### config.mk
export PLATFORM = sky130hd
export DESIGN_NAME = uart_tx_prescaled
export DESIGN_NICKNAME = d
export VERILOG_FILES = /design/src/rtl/uart_tx_prescaled.sv
export SDC_FILE = /design/constraint.sdc
export NUM_CORES = 1
export LEC_CHECK = 0
export BUFFER_PORTS_ARGS = -buffer_cell sky130_fd_sc_hd__buf_2
export CAP_MARGIN = 10
export CORE_UTILIZATION = 57
export CTS_BUF_LIST = sky130_fd_sc_hd__clkbuf_4 sky130_fd_sc_hd__clkbuf_8
export DETAILED_ROUTE_END_ITERATION = 12
export PLACE_DENSITY = 0.78
export SYNTH_ARGS = -nofsm -noshare
export SYNTH_HDL_FRONTEND = slang
export SYNTH_SLANG_ARGS = --single-unit
### constraint.sdc
create_clock -name CLK -period 2.8 [get_ports CLK]
set_clock_uncertainty 0.15 [all_clocks]
set_input_delay 0 -clock CLK [delete_from_list [all_inputs] [get_ports CLK]]
set_output_delay 0 -clock CLK [all_outputs]
set_load 0.02 [all_outputs]
### src/rtl/uart_tx_prescaled.sv
// UART transmitter: start bit, LSB-first data, optional parity, stop bit.
// Every bit lasts Prescale CLK cycles; Prescale values 0 and 1 run as 2.
`timescale 1ns/1ps

module uart_tx_prescaled #(
    parameter int DATA_WIDTH     = 8,
    parameter int PRESCALE_WIDTH = 5
) (
    input  logic                      CLK,
    input  logic                      RST,
    input  logic [DATA_WIDTH-1:0]     P_DATA,
    input  logic                      DATA_VALID,
    input  logic                      PAR_EN,
    input  logic                      PAR_TYP,
    input  logic [PRESCALE_WIDTH-1:0] Prescale,
    output logic                      TX_OUT,
    output logic                      Busy
);

    localparam int BIT_W = (DATA_WIDTH > 1) ? $clog2(DATA_WIDTH) : 1;

    typedef enum logic [2:0] {
        IDLE,
        START,
        DATA,
        PARITY,
        STOP
    } state_e;

    state_e                      state_q, state_d;
    logic [PRESCALE_WIDTH-1:0]   cnt_q, cnt_d;
    logic [PRESCALE_WIDTH-1:0]   last_q, last_d;
    logic [BIT_W-1:0]            bit_q, bit_d;
    logic [DATA_WIDTH-1:0]       shift_q, shift_d;
    logic                        par_en_q, par_en_d;
    logic                        par_bit_q, par_bit_d;
    logic                        tx_q, tx_d;
    logic                        busy_q, busy_d;

    logic [PRESCALE_WIDTH-1:0]   presc_last;
    logic                        terminal;
    logic                        accept;

    // Terminal count of the latched bit period; illegal 0/1 collapse to a 2-cycle bit.
    assign presc_last = (Prescale < PRESCALE_WIDTH'(2)) ? PRESCALE_WIDTH'(1)
                                                        : Prescale - PRESCALE_WIDTH'(1);
    assign terminal   = (cnt_q == last_q);
    assign accept     = DATA_VALID && ((state_q == IDLE) || ((state_q == STOP) && terminal));

    always_comb begin
        // NOTE: every next-state signal gets a default first so no path infers a latch.
        state_d   = state_q;
        cnt_d     = terminal ? '0 : cnt_q + PRESCALE_WIDTH'(1);
        last_d    = last_q;
        bit_d     = bit_q;
        shift_d   = shift_q;
        par_en_d  = par_en_q;
        par_bit_d = par_bit_q;
        tx_d      = tx_q;
        busy_d    = busy_q;

        case (state_q)
            IDLE: begin
                cnt_d  = '0;
                tx_d   = 1'b1;
                busy_d = 1'b0;
            end
            START: begin
                if (terminal) begin
                    state_d = DATA;
                    bit_d   = '0;
                    tx_d    = shift_q[0];
                end
            end
            DATA: begin
                if (terminal) begin
                    if (bit_q == BIT_W'(DATA_WIDTH - 1)) begin
                        state_d = par_en_q ? PARITY : STOP;
                        tx_d    = par_en_q ? par_bit_q : 1'b1;
                    end else begin
                        bit_d   = bit_q + BIT_W'(1);
                        shift_d = shift_q >> 1;
                        tx_d    = shift_q[1];
                    end
                end
            end
            PARITY: begin
                if (terminal) begin
                    state_d = STOP;
                    tx_d    = 1'b1;
                end
            end
            STOP: begin
                if (terminal) begin
                    state_d = IDLE;
                    tx_d    = 1'b1;
                    busy_d  = 1'b0;
                end
            end
            default: begin
                state_d = IDLE;
                tx_d    = 1'b1;
                busy_d  = 1'b0;
            end
        endcase

        // Acceptance overrides both IDLE and the final STOP cycle, giving gapless back-to-back frames.
        if (accept) begin
            state_d   = START;
            cnt_d     = '0;
            last_d    = presc_last;
            bit_d     = '0;
            shift_d   = P_DATA;
            par_en_d  = PAR_EN;
            par_bit_d = (^P_DATA) ^ PAR_TYP;
            tx_d      = 1'b0;
            busy_d    = 1'b1;
        end
    end

    always_ff @(posedge CLK or posedge RST) begin
        if (RST) begin
            state_q   <= IDLE;
            cnt_q     <= '0;
            last_q    <= '0;
            bit_q     <= '0;
            shift_q   <= '0;
            par_en_q  <= 1'b0;
            par_bit_q <= 1'b0;
            tx_q      <= 1'b1;
            busy_q    <= 1'b0;
        end else begin
            // NOTE: non-blocking assignments so all registers update from the same pre-edge values.
            state_q   <= state_d;
            cnt_q     <= cnt_d;
            last_q    <= last_d;
            bit_q     <= bit_d;
            shift_q   <= shift_d;
            par_en_q  <= par_en_d;
            par_bit_q <= par_bit_d;
            tx_q      <= tx_d;
            busy_q    <= busy_d;
        end
    end

    assign TX_OUT = tx_q;
    assign Busy   = busy_q;

endmodule

==> Word-level counts from Yosys, hierarchy flattened <==
Cells that the tools add are included.
{ "totals": {"reg_bits": 28, "elab_cells": 75} }
{ "op_classes": {"add_sub_neg": 3, "magnitude_cmp": 1, "eq_ne": 16, "n_mux": 30, "bitwise_logic": 1, "reduce_logical": 15} }
{ "op_table": {"columns": ["operator", "count"], "rows": [
  ["$mux 8", 4],
  ["$mux 3", 10],
  ["$mux 5", 4],
  ["$ne 3x3->1 const B", 6],
  ["$pmux 3 s5", 1],
  ["$mux 1", 8],
  ["$reduce_xor 8->1", 1],
  ["$eq 3x2->1 const B", 2],
  ["$eq 3x3->1 const B", 2],
  ["$pmux 3 s2", 1],
  ["$reduce_and 3->1", 2],
  ["$reduce_and 6->1", 1],
  ["$add 5x1->5 const B", 1],
  ["$eq 5x5->1", 1],
  ["$lt 5x2->1 const B", 1],
  ["$sub 5x1->5 const B", 1],
  ["$ne 2x2->1 const B", 2],
  ["$reduce_and 4->1", 1],
  ["$reduce_bool 2->1", 2],
  ["$add 3x1->3 const B", 1],
  ["$eq 3x1->1 const B", 1],
  ["$logic_not 3->1", 1],
  ["$ne 3x1->1 const B", 1],
  ["$pmux 1 s3", 1],
  ["other kinds (9)", 10]
]} }

==> Depth between registers and ports, before layout <==
{ "logic_depth": {"word_depth": 6, "mapped_depth": 8} }

==> Worst setup path after synthesis <==
Ideal clock, no wire load.
{ "synth_timing": {"path_kind": "reg2reg", "from": "register bit_q[0]", "to": "register shift_q[5]", "t_arrival_ns": 1.705, "path_slack_ns": 0.852, "stages_incl_launch_ff": 9, "synth_period_minus_slack_ns": 1.948, "path_cell_list": "dfrtp_1 -> ha_1 -> ha_1 -> inv_1 -> nand3b_1 -> nor4_4 -> buf_6 -> a211oi_1 -> a221oi_2"} }
{ "synth_between": {"elab_chain_cells": 3} }
{ "synth_lines": {"columns": ["element", "line", "rtl"], "rows": [
  ["from (decl)", "33", "logic [BIT_W-1:0] bit_q, bit_d;"],
  ["from (signal assigned)", "137", "bit_q <= bit_d;"],
  ["$eq 3x3->1", "77", "if (bit_q == BIT_W'(DATA_WIDTH - 1)) begin"],
  ["$ne 2x2->1 (no source line)", null, null],
  ["$reduce_and 3->1 (no source line)", null, null],
  ["to (signal assigned)", "138", "shift_q <= shift_d;"],
  ["to (decl)", "34", "logic [DATA_WIDTH-1:0] shift_q, shift_d;"]
]} }
No other way between the ends.
A chain may end at the register's enable or synchronous reset.

==> Final worst setup path <==
{ "layout_timing": {"from": "register cnt_q[1]", "to": "register last_q[3]"} }
{ "layout_between": {"elab_chain_cells": 4} }
{ "layout_lines": {"columns": ["element", "line", "rtl"], "rows": [
  ["from (decl)", "31", "logic [PRESCALE_WIDTH-1:0] cnt_q, cnt_d;"],
  ["from (signal assigned)", "135", "cnt_q <= cnt_d;"],
  ["$eq 5x5->1", "47", "assign terminal = (cnt_q == last_q);"],
  ["$logic_and 1x1->1", "48", "assign accept = DATA_VALID && ((state_q == IDLE) || ((state_q == STOP) && terminal));"],
  ["$logic_or 1x1->1", "48", null],
  ["$logic_and 1x1->1", "48", null],
  ["to (signal assigned)", "136", "last_q <= last_d;"],
  ["to (decl)", "32", "logic [PRESCALE_WIDTH-1:0] last_q, last_d;"]
]} }
No other way between the ends.

==> results.txt <==
----------------------------------------------------
[Outcome]
  Result of the run ... finished, violations left
  Violated checks ... negative hold slack

[Clock network]
  Clock latency at the later pin of the worst-skew pair ... between 0.3 and 0.4 ns
  Maximum level of the CTS H-tree ... 1
  TritonCTS clock tree ... built
  Post-CTS repair timing setup buffer count ... 0
  Clock slew seen by the registers of the worst setup and hold paths ... between 0.1 and 0.15 ns
  Cts bufs inserted ... 3
  TritonCTS sink count ... 28
  Worst-case clock buffer depth ... 2
  Number of gates resized after cts ... 0
  Clock root buffer ... sky130_fd_sc_hd__clkbuf_4
  Post-cts hold buffer count ... 20

[Critical path]
  Endpoint class of the critical path ... register
  Crit path kind ... reg -> reg
  Critical path startpoint category ... register
  CP arrival ... roughly 2.7 ns
  Data required time at the worst endpoint ... around 2.9 ns
  Maximum fanout along the worst path ... 15

[Routing]
  Wire length per cell ... around 16 um
  Number of DRC markers in iteration 0 ... 50
  Post-route DRC violation count ... 0
  Vias post-DR ... between 1k and 1.5k
  Via-per-instance ratio ... 5.91
  Pre-Repair DR Iteration Count ... 4
  Number of routed nets with antenna violations ... 0
  Post-Route WL ... between 3000 and 4000 um

[Yosys]
  Commonest register cell after synthesis ... sky130_fd_sc_hd__dfrtp_1
  Fraction of registers with async set/reset ... between 90% and 100%
  Total nets after synthesis ... 185
  Proportion of synthesized chip area in sequential cells ... roughly 43%
  Yosys warning total ... 0
  FF+latch count, synth ... 28
  Number of synthesized flops with an enable pin ... 0
  Netlist area before placement ... 0.00164 mm2
  Distinct cell type count of the synthesized netlist ... 45
  Syn_area_per_cell ... just over 10 um2
  Synthesized instance count ... approximately 160

[STA]
  Sum of negative setup slack ... 0 ns
  WHS ... -0.00294 ns
  Final critical delay including setup and external delays ... roughly 2.6 ns
  Fraction of the cycle the final worst path needs ... roughly 94%
  Max Clock Freq ... 380 MHz
  Fin. Hold Viols ... 3
  Worst rel slew slack ... between 50% and 60%
  Max-slew violations ... 0
  Unrepaired setup endpoints after global routing ... false
  Transition time of the tightest slew-check pin ... between 0.7 and 0.8 ns
  Setup violators final ... 0

[Pwr]
  Max rail drop VDD ... between 0.6 and 0.7 mV
  Switching pwr ... roughly 0.00067 W
  Pwr dens ... a little over 800 mW/mm2
  Reported leakage power ... approximately 0.87 nW
  P_int ... about 0.00099 W
  Combinational group share of total power ... between 40 and 50%
  Sequential Power Share ... a little over two fifths
  Clock network fraction of design power ... 10.9%
  Switching share of power ... 40.5%

[Place]
  Cell Count Post-Placement ... 209
  Number of buffer cells added on primary ports ... 19
  Total half-perimeter wirelength after legalization and detailed placement ... about 2400 um
  Placer's final routability congestion estimate ... 0.871

[Flow run]
  Total of max-cap violations ... 0

[Global routing]
  Pin count of the biggest net entering global routing ... 29
  Remaining Overflow, GRT ... 0
  Initial antenna violation count ... 0
  Wire length of the first global-routing pass ... 5980 um
  All-Layer GR Usage ... ~25%
  Number of global-route vias before repair ... approximately 1.4k

[Die]
  Die Width ... around 56 um
  Die Span Y ... between 50 and 60 um
  Number of top-level pins ... 20
  FP Rows ... 19
  Initial core utilization ... 60.0%
  Total die area ... 0.00309 mm2
  Placeable Area ... roughly 0.0027 mm2

[Cells and area]
  Leading cell types in the layout, fill and taps excluded ... sky130_fd_sc_hd__dfrtp_1, sky130_fd_sc_hd__dlygate4sd3_1, sky130_fd_sc_hd__buf_2, sky130_fd_sc_hd__nor2_1, sky130_fd_sc_hd__xnor2_1
  Total number of nets in the final design ... roughly 230
  Number of inserted diodes ... 0
  Fraction of final layout cells with drive strength greater than 1 ... around 20%
  Area growth from synthesis to layout ... 22.2%
  Commonest non-fill, non-tap cell in the layout ... sky130_fd_sc_hd__dfrtp_1
  Non-filler instance count after layout ... ~230

[Min path]
  Worst hold-check path type ... in -> async

----------------------------------------------------
==> per-layer routing <==
layer | wire length [um] | up-vias | track usage (%)
li1 | - | 663 | -
met1 | 1540 | 655 | 29.9
met2 | 1870 | 51 | 44.1
met3 | 94 | 14 | 3.49
met4 | 124 | 0 | 11.8
met5 | 0 | - | 0
==> path summary, 6_finish.rpt <==
kind / start / end / slack [ns] / cells past startpoint
min in group CLK: Prescale[2] / last_q[4] / 0.09 / 5
max in group asynchronous: RST / TX_OUT / 2.00 / 4
worst max-delay path: cnt_q[1] / last_q[3] / 0.17 / 6
worst max register to register: cnt_q[1] / last_q[3] / 0.17 / 6
worst min register to register: cnt_q[0] / cnt_q[0] / 0.36 / 1
worst min-delay path: RST / shift_q[7] / -0.003 / 3
==> flip-flops by register name (all words and copies together) (netlist names) <==
register / cells
last_q: 5
cnt_q: 5
shift_q: 8
bit_q: 3
TX_OUT: 1
par_en_q: 1
Busy: 1
state_q: 3
par_bit_q: 1
==> kinds of logic (layout without fill, tap and decap cells) <==
| logic type | count (synthesis) | in the layout | share of synthesized area [%] |
|---|---|---|---|
| compound gates | 39 | 39 | 18.2 |
| simple gates | 52 | 52 | 16.9 |
| mux | 6 | 6 | 4.12 |
| fa+ha+maj | 4 | 4 | 3.05 |
| flops | 28 | 28 | 42.8 |
| buf+inv | 16 | 56 | 4.89 |
| xor+xnor | 18 | 18 | 10.1 |
==> final cells by class <==
type                    instances  area, um2
clock buffers                   4       30.0
fillers                       181        731
well taps                      31       38.8
multi-input cells             119        857
inverters                      10       37.5
flip-flops and latches         28        702
repair buffers                 42        338
==> power by group through the flow <==
stage	clock network [W]	logic (W)	registers, W
after floorplan	0	0.000589	0.000681
after global placement	0	0.000673	0.000715
after detailed placement	0	0.000695	0.000728
after CTS	0.000187	0.000731	0.000717
after global routing	0.000200	0.000825	0.000739
final	0.000181	0.000752	0.000723
==> worst max-delay path, cell delays in order (launching register included) <==
cell                            delay, ns
sky130_fd_sc_hd__dfrtp_1             0.44
sky130_fd_sc_hd__xnor2_1             0.19
sky130_fd_sc_hd__nand3_2             0.21
sky130_fd_sc_hd__or2_1               0.35
sky130_fd_sc_hd__a21oi_4             0.46
sky130_fd_sc_hd__a31oi_1             0.14
sky130_fd_sc_hd__dlygate4sd3_1       0.58
==> cells in the mapped netlist, types with 2 or more instances <==
cell	n	area share, %
sky130_fd_sc_hd__buf_6	2	1.4
sky130_fd_sc_hd__nand3_1	3	0.92
sky130_fd_sc_hd__xnor2_1	13	6.9
sky130_fd_sc_hd__mux2_1	2	1.4
sky130_fd_sc_hd__mux2_2	4	2.7
sky130_fd_sc_hd__dfrtp_1	27	41
sky130_fd_sc_hd__a21oi_1	8	2.4
sky130_fd_sc_hd__inv_1	10	2.3
sky130_fd_sc_hd__nor2_1	15	3.4
sky130_fd_sc_hd__buf_2	4	1.2
sky130_fd_sc_hd__o31ai_1	4	1.8
sky130_fd_sc_hd__a221o_1	5	3.1
sky130_fd_sc_hd__xor2_1	4	2.1
sky130_fd_sc_hd__o21ai_0	4	1.2
sky130_fd_sc_hd__nand2_1	10	2.3
sky130_fd_sc_hd__ha_1	4	3.1
sky130_fd_sc_hd__nand2b_1	3	1.1
sky130_fd_sc_hd__nor3_1	9	2.7
sky130_fd_sc_hd__a32o_1	2	1.2
sky130_fd_sc_hd__a211oi_1	5	2.3
==> metrics by stage <==
stage / total power [W] / util (%) / cell area, um2 / setup WS [ns]
2_1_floorplan: 0.00127 / - / 1640 / 0.852
3_3_place_gp: 0.00139 / 63.8 / 1750 / 0.523
3_5_place_dp: 0.00142 / 63.8 / 1750 / 0.494
4_1_cts: 0.00164 / 72.3 / 1980 / 0.241
5_1_grt: 0.00176 / 73.3 / 2000 / 0.0868
6_report: 0.00166 / 73.3 / 2000 / 0.167
(Power assumes the default switching activity.)
